--- config.mk ---
export PLATFORM = sky130hd
export DESIGN_NAME = asteroid_renderer
export DESIGN_NICKNAME = d
export VERILOG_FILES = /design/src/rtl/asteroid_renderer.sv
export SDC_FILE = /design/constraint.sdc
export NUM_CORES = 1
export LEC_CHECK = 0
export CORE_MARGIN = 1
export CORE_UTILIZATION = 60
export CTS_CLUSTER_DIAMETER = 200
export DETAILED_ROUTE_END_ITERATION = 8
export PLACE_DENSITY = 0.85
export SETUP_SLACK_MARGIN = 0.15
export SLEW_MARGIN = 20
export SYNTH_ARGS = -nofsm -noshare
export SYNTH_HDL_FRONTEND = slang
export SYNTH_SLANG_ARGS = --single-unit
export TNS_END_PERCENT = 1
--- constraint.sdc ---
create_clock -name game_clk -period 8.9 [get_ports game_clk]
set_clock_uncertainty 0.2 [all_clocks]
set_input_delay 0.89 -clock game_clk [delete_from_list [all_inputs] [get_ports game_clk]]
set_output_delay 0.89 -clock game_clk [all_outputs]
set_load 0.05 [all_outputs]
--- src/rtl/asteroid_renderer.sv ---
// Asteroid renderer: snapshots the 8 asteroid slots on frame_tick, then erases and redraws each square.
// Latency: a pass ends with done 10 + k*SIZE*SIZE cycles after the sampling edge (k = erase + draw phases).
// Backpressure: none; one pixel write per cycle, and frame_tick while busy is dropped and flagged on overrun.
module asteroid_renderer #(
  parameter int         SIZE      = 4,
  parameter logic [2:0] FG_COLOUR = 3'b111,
  parameter logic [2:0] BG_COLOUR = 3'b000,
  parameter int         SCREEN_W  = 160,
  parameter int         SCREEN_H  = 120
) (
  input  logic        game_clk,
  input  logic        reset,
  input  logic        frame_tick,
  input  logic [7:0]  moving_block,
  input  logic [63:0] x_coords,
  input  logic [55:0] y_coords,
  output logic [7:0]  vga_x,
  output logic [6:0]  vga_y,
  output logic [2:0]  vga_colour,
  output logic        plot,
  output logic        busy,
  output logic        done,
  output logic        overrun
);

  typedef enum logic [2:0] {IDLE, LATCH, SCAN, ERASE, DRAW, FIN} state_t;

  localparam logic [3:0] LAST  = 4'(SIZE - 1);
  localparam logic [8:0] SCR_W = 9'(SCREEN_W);
  localparam logic [7:0] SCR_H = 8'(SCREEN_H);

  state_t          state, next_state;
  logic [2:0]      slot;
  logic [3:0]      dx, dy;
  logic [7:0]      cur_moving;
  logic [7:0][7:0] cur_x;
  logic [7:0][6:0] cur_y;
  logic [7:0][7:0] prev_x;
  logic [7:0][6:0] prev_y;
  logic [7:0]      prev_drawn;

  logic       advance, pix_on, last_pix, on_screen;
  logic [2:0] pix_colour;
  logic [7:0] ox;
  logic [6:0] oy;
  logic [8:0] px;
  logic [7:0] py;

  assign busy     = (state != IDLE);
  assign last_pix = (dx == LAST) && (dy == LAST);

  // Next-state logic and the pixel being addressed this cycle.
  always_comb begin
    next_state = state;
    advance    = 1'b0;
    pix_on     = 1'b0;
    pix_colour = FG_COLOUR;
    ox         = cur_x[slot];
    oy         = cur_y[slot];
    case (state)
      IDLE:  if (frame_tick) next_state = LATCH;
      LATCH: next_state = SCAN;
      SCAN: begin
        if (prev_drawn[slot])      next_state = ERASE;
        else if (cur_moving[slot]) next_state = DRAW;
        else                       advance    = 1'b1;
      end
      ERASE: begin
        pix_on     = 1'b1;
        pix_colour = BG_COLOUR;
        ox         = prev_x[slot];
        oy         = prev_y[slot];
        if (last_pix) begin
          if (cur_moving[slot]) next_state = DRAW;
          else                  advance    = 1'b1;
        end
      end
      DRAW: begin
        pix_on = 1'b1;
        if (last_pix) advance = 1'b1;
      end
      FIN:     next_state = IDLE;
      default: next_state = IDLE;
    endcase
    if (advance) next_state = (slot == 3'd7) ? FIN : SCAN;
    px        = {1'b0, ox} + {5'b0, dx};
    py        = {1'b0, oy} + {4'b0, dy};
    on_screen = (px < SCR_W) && (py < SCR_H);
  end

  // State, shadow/previous-pass registers, pixel counters and registered outputs.
  always_ff @(posedge game_clk) begin
    if (reset) begin
      state      <= IDLE;
      slot       <= 3'd0;
      dx         <= 4'd0;
      dy         <= 4'd0;
      cur_moving <= '0;
      cur_x      <= '0;
      cur_y      <= '0;
      prev_x     <= '0;
      prev_y     <= '0;
      prev_drawn <= '0;
      vga_x      <= '0;
      vga_y      <= '0;
      vga_colour <= '0;
      plot       <= 1'b0;
      done       <= 1'b0;
      overrun    <= 1'b0;
    end else begin
      state   <= next_state;
      done    <= (state == FIN);
      overrun <= frame_tick && (state != IDLE);
      plot    <= pix_on && on_screen;
      if (pix_on && on_screen) begin
        vga_x      <= px[7:0];
        vga_y      <= py[6:0];
        vga_colour <= pix_colour;
      end
      if (state == LATCH) begin
        cur_moving <= moving_block;
        cur_x      <= x_coords;
        cur_y      <= y_coords;
        slot       <= 3'd0;
      end
      // Square pixels walk row-major; counters return to 0 after each square.
      if (pix_on) begin
        if (last_pix) begin
          dx <= 4'd0;
          dy <= 4'd0;
        end else if (dx == LAST) begin
          dx <= 4'd0;
          dy <= dy + 4'd1;
        end else begin
          dx <= dx + 4'd1;
        end
      end
      if (advance) begin
        prev_x[slot]     <= cur_x[slot];
        prev_y[slot]     <= cur_y[slot];
        prev_drawn[slot] <= cur_moving[slot];
        if (slot != 3'd7) slot <= slot + 3'd1;
      end
    end
  end

endmodule

# After elaboration in Yosys (flattened, before gate mapping)

Index checks and enable logic that the tools add are counted.

Output and inout port bits: 22
Register bits after elaboration: 291
Logic and storage cells: 120
Bits of input ports: 131

Eq/ne operators: 12
Magnitude comparators: 4
Reduce and logical (&&, ||, !) cells: 11
Muxes and demuxes: 44
$add $sub $neg: 5

Operators with widths:

| cell                                                       | number |
|---|---|
| bitwise mux 64 bit                                         | 1 |
| bitwise mux 56 bit                                         | 1 |
| binary-select mux 8 bit (select 3 bit)                     | 2 |
| binary-select mux 7 bit (select 3 bit)                     | 2 |
| two-way mux 8 bit                                          | 4 |
| two-way mux 3 bit                                          | 10 |
| two-way mux 7 bit                                          | 4 |
| demux 8 bit (select 3 bit)                                 | 1 |
| demux 7 bit (select 3 bit)                                 | 1 |
| two-way mux 4 bit                                          | 4 |
| case mux 3 bit (5 select lines)                            | 1 |
| adder 8 x 4 -> 9 bit                                       | 1 |
| == test 3 bit, second input constant                       | 3 |
| less-than comparator 9 x 8 -> 1 bit, second input constant | 1 |
| != test 3 bit, second input constant                       | 3 |
| adder 4 x 1 -> 4 bit, second input constant                | 2 |
| adder 7 x 4 -> 8 bit                                       | 1 |
| bitwise mux 8 bit                                          | 1 |
| == test 4 x 2 -> 1 bit, second input constant              | 2 |
| less-than comparator 8 x 7 -> 1 bit, second input constant | 1 |
| two-way mux 1 bit                                          | 8 |
| binary-select mux 1 bit (select 3 bit)                     | 2 |
| == test 3 x 2 -> 1 bit, second input constant              | 2 |
| logical AND 1 bit                                          | 5 |
| 13 further kinds                                           | 13 |

# Longest topological paths before layout

Word-level depth: 7
Depth in mapped cells: 23

# Worst setup path before layout

Ideal clock, no wire load.

Path type: register -> register
From: register slot[2]
To: register vga_y[4]
Cell stages (with the launch flop): 20
Data required time: 8.584 ns
Data arrival time: 4.606 ns
Library setup time: 0.116 ns
Slack: 3.978 ns
Path through: dfxtp_1 > buf_6 > buf_6 > buf_6 > buf_4 > buf_4 > buf_2 > buf_2 > mux2_2 > a221oi_1 > o221ai_1 > o21a_1 > ha_1 > fa_1 > a21o_1 > a21o_1 > o41ai_2 > nor2_1 > or4_1 > o211a_1

Word-level cells in the longest chain between the ends: 7
Elaborated cells on any way between the ends: 16
Those cells by class: add/sub: 2; order compare: 2; mux: 10; reduce/logical: 2

RTL lines:

| item                                                                                       | RTL line | text |
|---|---|---|
| start: declaration                                                                         | 33       | `logic [2:0] slot;` |
| start signal: assignment                                                                   | 142      | `if (slot != 3'd7) slot <= slot + 3'd1;` |
| binary-select mux 8 bit (select 3 bit) (tied with other cells)                             | 58       | `ox = cur_x[slot];` |
| two-way mux 8 bit (not written as such) (tied with other cells)                            | 58       |  |
| two-way mux 8 bit or two-way mux 7 bit (tied branches)                                     | 60       | `case (state)` |
| adder 8 x 4 -> 9 bit or adder 7 x 4 -> 8 bit (tied branches)                               | 86, 87   |  |
| less-than comparator 9 x 8 -> 1 bit or less-than comparator 8 x 7 -> 1 bit (tied branches) | 88       | `on_screen = (px < SCR_W) && (py < SCR_H);` |
| logical AND 1 bit                                                                          | 88       |  |
| logical AND 1 bit                                                                          | 115      | `if (pix_on && on_screen) begin` |
| end signal: assignment                                                                     | 117      | `vga_y <= py[6:0];` |
| end: declaration                                                                           | 18       | `output logic [6:0] vga_y,` |

Several ways; a longest one is shown, not always the timed one. The select of a mux whose other input is x is not followed.
A chain may end at the register's enable or synchronous reset.

# Worst setup path in the final report

From: register slot[2]
To: register vga_x[6]

Word-level cells in the longest chain between the ends: 7
Elaborated cells on any way between the ends: 16
Those cells by class: add/sub: 2; order compare: 2; mux: 10; reduce/logical: 2

RTL lines:

| item                                                                                       | RTL line | text |
|---|---|---|
| binary-select mux 8 bit (select 3 bit) (tied with other cells)                             | 58       |  |
| two-way mux 8 bit (not written as such) (tied with other cells)                            | 58       |  |
| two-way mux 8 bit or two-way mux 7 bit (tied branches)                                     | 60       |  |
| adder 8 x 4 -> 9 bit or adder 7 x 4 -> 8 bit (tied branches)                               | 86, 87   |  |
| less-than comparator 9 x 8 -> 1 bit or less-than comparator 8 x 7 -> 1 bit (tied branches) | 88       |  |
| logical AND 1 bit                                                                          | 88       |  |
| logical AND 1 bit                                                                          | 115      |  |
| end signal: assignment                                                                     | 116      | `vga_x <= px[7:0];` |
| end: declaration                                                                           | 17       | `output logic [7:0] vga_x,` |

Several ways; a longest one is shown, not always the timed one. The select of a mux whose other input is x is not followed.

==> summary by stage <==
Final layout
The final instance area is roughly 0.015 mm2. The final core utilization is 0.729. Relative to the synthesized area, the layout overhead comes to 18.5%. Leaving out fill and tap cells, the most frequent cell in the layout is sky130_fd_sc_hd__nand2_1. The number of antenna diodes in the final layout is 0. In the layout the commonest cells are sky130_fd_sc_hd__nand2_1, sky130_fd_sc_hd__dfxtp_1, sky130_fd_sc_hd__nor2_1. The fraction of layout cells with a size suffix above 1 is 0.0938. At the end of the flow, the number of nets in the layout was 1759. The fill cell total of the finished layout is 1577.

Setup path
The cell that appears most often on the critical path is sky130_fd_sc_hd__a21oi_1. STA classifies the critical path endpoint as a flip-flop. The cell with the largest stage delay on the worst path is sky130_fd_sc_hd__dfxtp_2. STA classifies the critical path startpoint as a flip-flop. The arrival time at the worst endpoint is ~6000 ps. The total stage count of the critical path is 14.

The number of cells on the worst reg-to-reg path is 14. The critical path goes through buf_4 -> and2_0 -> a22oi_1 -> o221ai_1 -> nor2_1 -> a21oi_1 -> ha_1 -> a21o_1 -> a21oi_1 -> xnor2_1 -> a32oi_1 -> o21ai_2 -> nor3_4 -> mux2_1. The register-to-register setup slack is roughly 3100 ps. The worst stage delay on the critical path is 780 ps.

The kind of critical path is flip-flop to flip-flop. At the worst endpoint, the required time is between 9000 and 10000 ps. Of all nets on the critical path, the largest fanout is 28.

The gate family responsible for the most delay along the worst path is compound AO/OA/AOI/OAI gates. The number of buffers and inverters on the critical path is 1.

Routing
The detailed-route wire length is 36200 um. The post-route antenna net violation count is 0. The average vias per placed instance is 6.18. The mean routed wirelength per cell is between 15 and 20 um.

The count of unresolved DRC violations after routing is 0. Summing over every cut layer, the via total after detailed routing is 11784. In this run, the number of DRC markers left after iteration 0 of detailed routing was between 1000 and 1500. The total iterations of the first detailed-routing run is 6.

Placement
Input and output buffers added on the ports amount to 152. The post-place setup slack is 3290 ps. In this run the cell area measured after placement is 0.0144 mm2. The total half-perimeter wirelength after legalization and detailed placement is roughly 23000 um. The weighted congestion at the end of routability-driven global placement is 0.912.

Synth
The synthesized cell area is 0.0130 mm2. The fraction of the yosys area taken by sequential cells is 0.446. The synthesized instance count is 1537. For this run, the leading register cell type out of synthesis is sky130_fd_sc_hd__dfxtp_1. In this run, synthesis inferred 0 flip-flops with an integrated enable. The number of storage elements in the synthesis netlist is approximately 290. The synthesized area per cell is 8.44 um2. Counting every net in the synthesized netlist gives 1682. Yosys mapped the design onto 80 distinct sky130hd cell types.

The share of async-settable or async-resettable flops after synthesis is 0. For this run, the number of Yosys warnings is 0.

Timing
Summed over all failing endpoints, the final setup total negative slack is 0 ps. The count of pins over their slew limit is 0. The final clock period utilization by the worst path is 0.647. Setup violations remaining at the end of the flow were counted as 0.

The final critical path time including I/O delays and setup is 5750 ps. Setup repair after global routing left no endpoint under its margin. The upper clock frequency limit is 174 MHz. The number of hold-slack violations in the final timing report came to 0. At the pin with the least slew margin, the transition time is about 1100 ps. The final critical-path setup slack is approximately 3100 ps.

Headroom to the max-slew limit came out at 0.263.

Clock tree
TritonCTS built the clock tree. Counting the buffers created by CTS gives 29. The clock sink count is 289. After clock tree synthesis, the flow added hold-fix buffers numbering 0.

Post-CTS timing repair inserted 0 buffers for setup. The level count of the clock H-tree is 1. The clock passes through at most 3 buffers. The clock-pin slew on the worst setup and hold paths is roughly 60 ps. The clock latency at the later pin of the worst-skew pair is 540 ps. Gates resized during post-CTS repair numbered 0.

The clock tree root buffer cell is sky130_fd_sc_hd__clkbuf_16.

Floorplanning
The standard-cell row count is 53. The initial standard-cell utilization of the core is 0.615. The region available for standard cell placement spans approximately 0.021 mm2. The chip width is 149 um. The I/O pin count is 153.

The die covers between 0.02 and 0.025 mm2. From bottom edge to top edge, the die measures 149 um.

Power and ir drop
The worst-case IR drop observed on VDD is 143 uV. In this run the static leakage power is 5.42 nW. The power density over the cells is 257 mW/mm2.

Global routing
The overflow left after global routing is 0. The initial antenna violation count is 0. Entering global routing, the biggest net connects approximately 180 pins. The number of global-route vias before repair came to 11257.

The global-route usage over all layers is 0.327. The global-route wire length before repair is 57900 um.

Hold path
Along the worst hold path, the cell count comes to 2. The class of the tightest hold or removal check is flip-flop to flip-flop.

Run status
The run finished with clean final reports.

Job
The number of maximum-capacitance constraint violations is 0.
==> per-stage QoR <==
step | total power [mW] | hold slack (ps) | cells
final | 3.95 | 254 | 1907
after global routing | 4.12 | 277 | 1907
after CTS | 3.93 | 254 | 1904
after detailed placement | 2.77 | 243 | 1855
after global placement | 2.73 | 239 | 1855
after floorplan | 2.44 | 231 | 1537
==> worst paths after layout <==
| check | from | endpoint |
|---|---|---|
| hold reg to reg | cur_x[9]$_SDFFE_PP0P_ | cur_x[9]$_SDFFE_PP0P_ |
| setup reg to reg | slot[2]$_SDFF_PP0_ | vga_x[6]$_SDFFE_PP0P_ |
| hold / removal | cur_x[9]$_SDFFE_PP0P_ | cur_x[9]$_SDFFE_PP0P_ |
| setup / recovery | slot[2]$_SDFF_PP0_ | vga_x[6]$_SDFFE_PP0P_ |
==> flip-flops by register name (all words and copies together) (netlist names) <==
register / cells
prev_drawn: 8
state: 3
cur_y: 56
prev_y: 56
vga_y: 7
done: 1
vga_x: 8
vga_colour: 1
cur_moving: 8
plot: 1
prev_x: 64
cur_x: 64
dy: 4
slot: 3
dx: 4
overrun: 1
==> cell families after synthesis <==
group | Yosys count | synth area share
AND/OR/NAND/NOR | 668 | 0.219
flip-flops | 289 | 0.446
buffers and inverters | 133 | 0.0473
multiplexers | 84 | 0.0890
XOR/XNOR | 14 | 0.00945
AO/OA/AOI/OAI | 335 | 0.175
adder cells (fa/ha/maj) | 14 | 0.0147
==> metal layers <==
| layer | vias up | part of all wire | global-route usage |
|---|---|---|---|
| li1 | 5505 | - | - |
| met1 | 5454 | 0.40 | 0.437 |
| met2 | 687 | 0.46 | 0.527 |
| met3 | 138 | 0.096 | 0.0563 |
| met4 | 0 | 0.041 | 0.126 |
| met5 | - | 0 | 0 |
==> Yosys cell counts (6+ instances only) <==
cell type,count,area [um2]
sky130_fd_sc_hd__a211oi_1,69,518
sky130_fd_sc_hd__a21oi_1,151,756
sky130_fd_sc_hd__a221oi_1,27,236
sky130_fd_sc_hd__a22oi_1,16,120
sky130_fd_sc_hd__buf_2,25,125
sky130_fd_sc_hd__buf_4,11,82.6
sky130_fd_sc_hd__clkbuf_1,78,293
sky130_fd_sc_hd__dfxtp_1,289,5790
sky130_fd_sc_hd__ha_1,12,150
sky130_fd_sc_hd__mux2_2,32,360
sky130_fd_sc_hd__mux2i_1,27,270
sky130_fd_sc_hd__mux4_2,20,450
sky130_fd_sc_hd__nand2_1,311,1170
sky130_fd_sc_hd__nand3_1,13,65.1
sky130_fd_sc_hd__nor2_1,222,833
sky130_fd_sc_hd__nor2b_1,9,56.3
sky130_fd_sc_hd__nor3_1,69,345
sky130_fd_sc_hd__nor3b_1,6,45.0
sky130_fd_sc_hd__o21ai_0,10,50.1
sky130_fd_sc_hd__xor2_1,10,87.6
==> final cells by class <==
type / instances / area (um2) / share of cell area
multi-input cells: 1115 / 6600 / 0.430
flip-flops and latches: 289 / 5790 / 0.377
clock buffers: 43 / 868 / 0.0565
well taps: 275 / 344 / 0.0224
clock inverters: 6 / 38.8 / 0.00252
repair buffers: 171 / 1690 / 0.110
inverters: 8 / 30.0 / 0.00195
==> report_power, final <==
group / switching, mW / internal (mW)
Sequential: 0.139 / 1.47
Clock: 0.494 / 0.669
Combinational: 0.740 / 0.436
Total: 1.37 / 2.58
==> worst min-delay path, stage by stage (launching register included) <==
cell and delay (ps):
sky130_fd_sc_hd__dfxtp_1 310, sky130_fd_sc_hd__nand2_1 50, sky130_fd_sc_hd__a21oi_1 50
(Power assumes the default switching activity.)
